$ cat src/rtl/cpu_bus_bridge.sv
// cpu_bus_bridge
//   Turns each 6502 bus cycle (phi0 rising edge) into one memCtrl
//   transaction. RDY stalls the CPU until memCtrl completes or the
//   transaction times out.
//
//   Optional feature: GM64_VECTOR_OVERRIDE_EN. When defined, CPU reads of
//   $FFFC/$FFFD return RESET_VECTOR bytes without touching memCtrl.
//
// Ports
//   clkSys          system clock (only clock)
//   reset           asynchronous active-low reset
//   i_phi0          phi0 level, sampled; a rising edge raises a request
//   i_addr/i_we/i_cpuData   CPU address, write enable, write data
//   o_cpuData       read data to CPU
//   o_rdy           CPU RDY (low while a transaction is outstanding)
//   o_cs            memCtrl chip select, active-low, one-cycle pulse
//   o_write/o_address/o_dataToWrite   memCtrl request fields
//   i_dataRead/i_busy/i_dataReady     memCtrl response
//   o_error         sticky timeout flag
//   o_accessCount   completed (non-aborted) transaction count
module cpu_bus_bridge #(
  parameter logic [23:0] BASE_ADDR    = 24'h000000,
  parameter logic [15:0] TIMEOUT      = 16'd1024,
  parameter logic [15:0] RESET_VECTOR = 16'h0300
) (
  input  logic        clkSys,
  input  logic        reset,
  input  logic        i_phi0,
  input  logic [15:0] i_addr,
  input  logic        i_we,
  input  logic [7:0]  i_cpuData,
  output logic [7:0]  o_cpuData,
  output logic        o_rdy,
  output logic        o_cs,
  output logic        o_write,
  output logic [23:0] o_address,
  output logic [7:0]  o_dataToWrite,
  input  logic [7:0]  i_dataRead,
  input  logic        i_busy,
  input  logic        i_dataReady,
  output logic        o_error,
  output logic [15:0] o_accessCount
);

  typedef enum logic [1:0] {
    S_IDLE,
    S_ISSUE,
    S_WAIT,
    S_DONE
  } state_t;

  state_t      state_q, state_d;
  logic        phi0_q, phi0_d;
  logic [15:0] addr_q, addr_d;
  logic        we_q, we_d;
  logic [7:0]  data_q, data_d;
  logic [15:0] timer_q, timer_d;
  logic        seen_busy_q, seen_busy_d;
  logic        aborted_q, aborted_d;
  logic [7:0]  cpu_data_q, cpu_data_d;
  logic        rdy_q, rdy_d;
  logic        cs_q, cs_d;
  logic        write_q, write_d;
  logic [23:0] address_q, address_d;
  logic [7:0]  wdata_q, wdata_d;
  logic        error_q, error_d;
  logic [15:0] count_q, count_d;

  logic req;
  logic timed_out;

  assign req       = i_phi0 && !phi0_q;
  assign timed_out = (timer_q == (TIMEOUT - 16'd1));

`ifndef GM64_VECTOR_OVERRIDE_EN
  // RESET_VECTOR has no effect in this build.
  logic unused_vector;
  assign unused_vector = ^RESET_VECTOR;
`endif

  always_comb begin
    state_d     = state_q;
    phi0_d      = i_phi0;
    addr_d      = addr_q;
    we_d        = we_q;
    data_d      = data_q;
    timer_d     = (state_q != S_IDLE) ? timer_q + 16'd1 : timer_q;
    seen_busy_d = seen_busy_q;
    aborted_d   = aborted_q;
    cpu_data_d  = cpu_data_q;
    rdy_d       = rdy_q;
    cs_d        = 1'b1;
    write_d     = write_q;
    address_d   = address_q;
    wdata_d     = wdata_q;
    error_d     = error_q;
    count_d     = count_q;

    unique case (state_q)
      S_IDLE: begin
        if (req) begin
          addr_d      = i_addr;
          we_d        = i_we;
          data_d      = i_cpuData;
          rdy_d       = 1'b0;
          timer_d     = '0;
          seen_busy_d = 1'b0;
          aborted_d   = 1'b0;
          state_d     = S_ISSUE;
`ifdef GM64_VECTOR_OVERRIDE_EN
          if (!i_we && (i_addr[15:1] == 15'h7FFE)) begin
            cpu_data_d = i_addr[0] ? RESET_VECTOR[15:8] : RESET_VECTOR[7:0];
            state_d    = S_DONE;
          end
`endif
        end
      end

      S_ISSUE: begin
        if (timed_out) begin
          error_d   = 1'b1;
          aborted_d = 1'b1;
          if (!we_q) cpu_data_d = 8'hFF;
          state_d   = S_DONE;
        end else if (!i_busy) begin
          cs_d        = 1'b0;
          write_d     = we_q;
          address_d   = BASE_ADDR + {8'h00, addr_q};
          wdata_d     = data_q;
          seen_busy_d = 1'b0;
          state_d     = S_WAIT;
        end
      end

      S_WAIT: begin
        if (i_busy) seen_busy_d = 1'b1;
        // A completion seen on the same cycle as the timeout wins.
        if (!we_q && i_dataReady && !i_busy) begin
          cpu_data_d = i_dataRead;
          state_d    = S_DONE;
        end else if (we_q && seen_busy_q && !i_busy) begin
          state_d = S_DONE;
        end else if (timed_out) begin
          error_d   = 1'b1;
          aborted_d = 1'b1;
          if (!we_q) cpu_data_d = 8'hFF;
          state_d   = S_DONE;
        end
      end

      S_DONE: begin
        rdy_d = 1'b1;
        if (!aborted_q) count_d = count_q + 16'd1;
        state_d = S_IDLE;
      end

      default: state_d = S_IDLE;
    endcase
  end

  always_ff @(posedge clkSys or negedge reset) begin
    if (!reset) begin
      state_q     <= S_IDLE;
      phi0_q      <= 1'b0;
      addr_q      <= '0;
      we_q        <= 1'b0;
      data_q      <= '0;
      timer_q     <= '0;
      seen_busy_q <= 1'b0;
      aborted_q   <= 1'b0;
      cpu_data_q  <= '0;
      rdy_q       <= 1'b1;
      cs_q        <= 1'b1;
      write_q     <= 1'b0;
      address_q   <= '0;
      wdata_q     <= '0;
      error_q     <= 1'b0;
      count_q     <= '0;
    end else begin
      state_q     <= state_d;
      phi0_q      <= phi0_d;
      addr_q      <= addr_d;
      we_q        <= we_d;
      data_q      <= data_d;
      timer_q     <= timer_d;
      seen_busy_q <= seen_busy_d;
      aborted_q   <= aborted_d;
      cpu_data_q  <= cpu_data_d;
      rdy_q       <= rdy_d;
      cs_q        <= cs_d;
      write_q     <= write_d;
      address_q   <= address_d;
      wdata_q     <= wdata_d;
      error_q     <= error_d;
      count_q     <= count_d;
    end
  end

  assign o_cpuData     = cpu_data_q;
  assign o_rdy         = rdy_q;
  assign o_cs          = cs_q;
  assign o_write       = write_q;
  assign o_address     = address_q;
  assign o_dataToWrite = wdata_q;
  assign o_error       = error_q;
  assign o_accessCount = count_q;

endmodule

$ cat config.mk
export PLATFORM = sky130hd
export DESIGN_NAME = cpu_bus_bridge
export DESIGN_NICKNAME = d
export VERILOG_FILES = /design/src/rtl/cpu_bus_bridge.sv
export SDC_FILE = /design/constraint.sdc
export NUM_CORES = 1
export LEC_CHECK = 0
export CAP_MARGIN = 20
export CORE_MARGIN = 3
export CORE_UTILIZATION = 40
export DETAILED_ROUTE_END_ITERATION = 7
export GPL_ROUTABILITY_DRIVEN = 0
export PLACE_DENSITY_LB_ADDON = 0.25
export SLEW_MARGIN = 40
export SYNTH_ARGS = -nofsm -noshare
export SYNTH_HDL_FRONTEND = slang
export SYNTH_SLANG_ARGS = --single-unit
$ cat constraint.sdc
create_clock -name clkSys -period 2.9 [get_ports clkSys]
set_input_delay 0.725 -clock clkSys [delete_from_list [all_inputs] [get_ports clkSys]]
set_output_delay 0.725 -clock clkSys [all_outputs]
set_load 0.01 [all_outputs]
==> results.md <==
- The clock net in this run drives a total of between 90 and 100 sinks.
- The flip-flop cell with the highest count after synthesis is dfrtp_1.
- For this run, the post-layout net count is ~530.
- The instance area at placement is around 5400 sq um.
- The number of hold violations in the final report is 0.
- The via count of the first global-routing pass is about 3,100.
- The areal power density over the cells is 882.8 nW/um^2.
- The analysis attributes to cell leakage a power of between 2 and 3 nW.
- Data on the critical path is required at its endpoint by about 3.2 ns.
- With fillers left out, the area of the finished cells amounts to 5570 sq um.
- The finished layout holds between 600 and 700 standard cells, fillers aside.
- In this run the vertical extent of the chip is about 110 microns.
- The width of the chip is roughly 110 microns.
- The number of hold buffers added after CTS was 0.
- Data on the critical path arrives at its endpoint at between 2 and 3 ns.
- Setup violations remaining at the end of the flow were counted as 0.
- The completed layout was analyzed and its total power is around 4.9 mW.
- In this run the deepest clock path goes through 2 buffers.
- Post-CTS repair changed the size of 0 cells.
- The cell area that synthesis handed to floorplanning was around 4300 sq um.
- Static timing analysis puts the maximum clock frequency at between 400 and 500 MHz.
- The number of antenna violations at the first check in global routing is 0.
- The filler cells instantiated in the layout total between 900 and 1,000.
- For this run, the number of Yosys warnings is 0.
- Relative to the synthesized area, the layout overhead comes to 29.31%.
- After detailed routing, the number of remaining DRC violations is 0.
- The number of detailed-routing iterations run before antenna repair is 4.
- Including well taps, the total number of placed cells is roughly 610.
- Of the cells placed in the final design, the portion with a size suffix greater than 1 is 0.1186.
- The number of nets with antenna violations after detailed routing is 0.
- In this run the worst path has a maximum fanout of 26.
- The initial utilization of the core area, before any placement, comes to 0.4136.
- The clock period minus worst slack is 2.254 ns.
- The area share of the largest cell type after synthesis is 0.5577.
- The die covers between 10,000 and 15,000 sq um.
- The later-pin clock latency in the skew report is 0.37 ns.
- The worst setup path category is flip-flop to flip-flop.
- In this run, synthesis produced a sequential element count of slightly below 100.
- In the routed layout, each cell is associated on average with a via count of just under 5.
- The count of cell types in the netlist is 47.
- The instance count of the mapped netlist is approximately 390.
- The share of synthesized area occupied by flip-flops and latches is 0.5699.
- The CTS buffer count is 9.
- In the global route stage, overall resource usage came out at 0.1593.
- The tightest min-delay check is of the input pin to async pin type.
- After floorplanning, the core was sized to cover 10,420 sq um.
- After synthesis, the largest family of logic cells by area is simple AND/OR/NAND/NOR gates.
- Input and output buffers added on the ports amount to 89.
- The flow ran to the end, and the final reports show no timing, DRC or antenna violations.
- The final clock skew is just over 0.009 ns.
- In the final timing run, aggregate negative setup slack is 0 ns.
- By area the synthesized netlist is led by dfrtp_1 (56%), nand2_1 (8.2%), mux2_4 (6.6%), mux2i_1 (2.3%), mux2_2 (2.1%).
- Setup repair after global routing left no endpoint under its margin.
- At the pin with the least slew margin, the transition time is 0.5920 ns.
- Summed over all layers, the routed wires come to approximately 9000 microns.
- The number of antenna diodes in the final layout is 0.
- The worst setup path is launched from a flip-flop.
- The clock tree synthesis step divided the H-tree into 3 levels.
- The placement row count is 37.
- The adder and majority cell fraction of the synthesized area is 0.01743.
- The tightest slew margin relative to the limit is 0.6024.
- The final max-slew violation count was 0.
- The share of the clock period used by the worst path is 0.7771.
- IR analysis of the VDD net gives a maximum drop of ~0.0004 V.
- The buffer cell driving the clock tree root is clkbuf_8.
- The mux share of post-synthesis cell area is 0.1104.
- The count of buffers added by post-CTS timing repair for setup is 0.
- In the final routed layout, each cell accounts on average for around 14 microns.
- Of the total synthesized cell area, the portion taken by XOR and XNOR cells is 0.03050.
- Across the run, the number of max-cap violations was 0.
- The number of DRC violations after detailed-routing iteration 0 is about 120.
- The async set-reset flop share out of synthesis is 1.000.
- OpenSTA, run right after detailed placement, puts the worst setup slack at about 0.53 ns.
- Each instance of the synthesized netlist takes up on average approximately 11 sq um.
- The largest net degree at the start of global routing is between 50 and 60.
- The final setup slack of the worst path is 0.6464 ns.
- The number of enable-type register cells in the synthesized netlist is 0.
- The endpoint class of the critical path is a flip-flop.
- The total number of vias is 3,093.
- The total overflow left after global routing is 0.
- The clock edge transition at the registers on the reported setup and hold paths is approximately 0.10 ns.
- The complex-gate fraction of the synthesized area is 0.07029.
- The CTS tree is done.
- The wire length of the first global-routing pass is about 15,000 microns.
- The total I/O pin count is 98.
- dfrtp_1 takes more of the synthesized area than any other cell.
- Of the total synthesized cell area, the portion taken by AND, OR, NAND and NOR gates is 0.1571.
- The half-perimeter wire length of the detailed placement result is ~6400 microns.
-- through the flow --
stage / util / hold slack (ns)
final: 0.5348 / 0.2128
after global routing: 0.5348 / 0.2205
after CTS: 0.5348 / 0.2062
after detailed placement: 0.5147 / 0.4567
after global placement: 0.5147 / 0.4536
after floorplan: - / 0.4294
-- where the power goes --
| part | switching [mW] | internal (mW) | leakage (nW) |
|---|---|---|---|
| Sequential | 0.313 | 1.83 | 1.27 |
| Clock | 0.513 | 0.416 | 0.106 |
| Combinational | 0.809 | 1.04 | 1.21 |
-- worst max-delay path, stage by stage, from the launching register on --
cell     delay [ns]
dfrtp_1        0.44
or4_4          0.57
nor4_4         0.53
nor3_4         0.07
buf_12         0.20
mux2_4         0.31
-- state kept, by name, indices dropped and copies added (netlist names), 2 cells and up --
signal / flops
state_q: 2
o_dataToWrite: 8
data_q: 8
o_address: 16
timer_q: 16
addr_q: 16
o_accessCount: 16
o_cpuData: 8
-- path summary, 6_finish.rpt --
kind | slack (ns) | from | cells after the start | to
setup / recovery | 0.65 | timer_q[10]$_DFF_PN0_ | 5 | o_address[0]$_DFFE_PN0P_
hold / removal | 0.21 | reset | 1 | o_dataToWrite[6]$_DFFE_PN0P_
setup reg to reg | 0.65 | timer_q[10]$_DFF_PN0_ | 5 | o_address[0]$_DFFE_PN0P_
hold reg to reg | 0.47 | o_accessCount[15]$_DFFE_PN0P_ | 1 | o_accessCount[15]$_DFFE_PN0P_
max in group asynchronous | 1.96 | reset | 2 | o_rdy$_DFFE_PN1P_
min in group clkSys | 0.47 | o_accessCount[15]$_DFFE_PN0P_ | 1 | o_accessCount[15]$_DFFE_PN0P_
-- cells in the mapped netlist, types with 3 or more instances --
| library cell | instances |
|---|---|
| a21oi_1 | 14 |
| a31oi_1 | 4 |
| and2_1 | 3 |
| and3_1 | 3 |
| buf_1 | 4 |
| buf_4 | 8 |
| clkbuf_1 | 5 |
| dfrtp_1 | 96 |
| ha_1 | 6 |
| inv_1 | 18 |
| mux2_2 | 8 |
| mux2_4 | 19 |
| mux2i_1 | 10 |
| nand2_1 | 94 |
| nand3_1 | 11 |
| nand4_1 | 6 |
| nor2_1 | 7 |
| nor3_1 | 3 |
| o21ai_0 | 11 |
| o22ai_1 | 8 |
| o31ai_1 | 3 |
| xnor2_1 | 8 |
| xor2_1 | 7 |
-- layer usage --
layer,vias to the layer above,GRT usage,share of wire
met5,-,0,0
met4,0,0.06589,0.024
met3,17,0.04639,0.055
met2,78,0.2467,0.46
met1,1509,0.2092,0.46
li1,1489,-,-
-- cell type report --
cell class | count | area, sq um | area share
inverter | 19 | 71.32 | 0.01280
sequential | 98 | 2455 | 0.4407
clock inverter | 7 | 85.08 | 0.01527
clock buffer | 9 | 123.9 | 0.02224
tap | 136 | 170.2 | 0.03055
multi-input combinational | 259 | 1692 | 0.3037
timing repair buffer | 97 | 973.4 | 0.1748
-- kinds of logic after synthesis --
kind of cell | after synthesis
other | 1
AOI/OAI and AO/OA | 50
xor gates and xnor gates | 15
and+or+nand+nor | 143
buffers and inverters | 38
adders and majority gates | 6
DFF | 98
muxes | 37
-- cells in the final DEF, fill, tap and decap left out, types with 6 or more instances in the layout --
| cell type | count |
|---|---|
| nand3_1 | 11 |
| o21ai_0 | 11 |
| xnor2_1 | 8 |
| nand2_1 | 94 |
| a21oi_1 | 14 |
| clkbuf_8 | 9 |
| o22ai_1 | 8 |
| mux2i_1 | 10 |
| conb_1 | 8 |
| nand4_1 | 6 |
| xor2_1 | 7 |
| nor2_1 | 7 |
| dfrtp_1 | 96 |
| buf_4 | 7 |
| mux2_4 | 19 |
| ha_1 | 6 |
| mux2_2 | 8 |
| inv_1 | 18 |
| clkdlybuf4s50_1 | 88 |
Power figures use the tool's default switching activity.
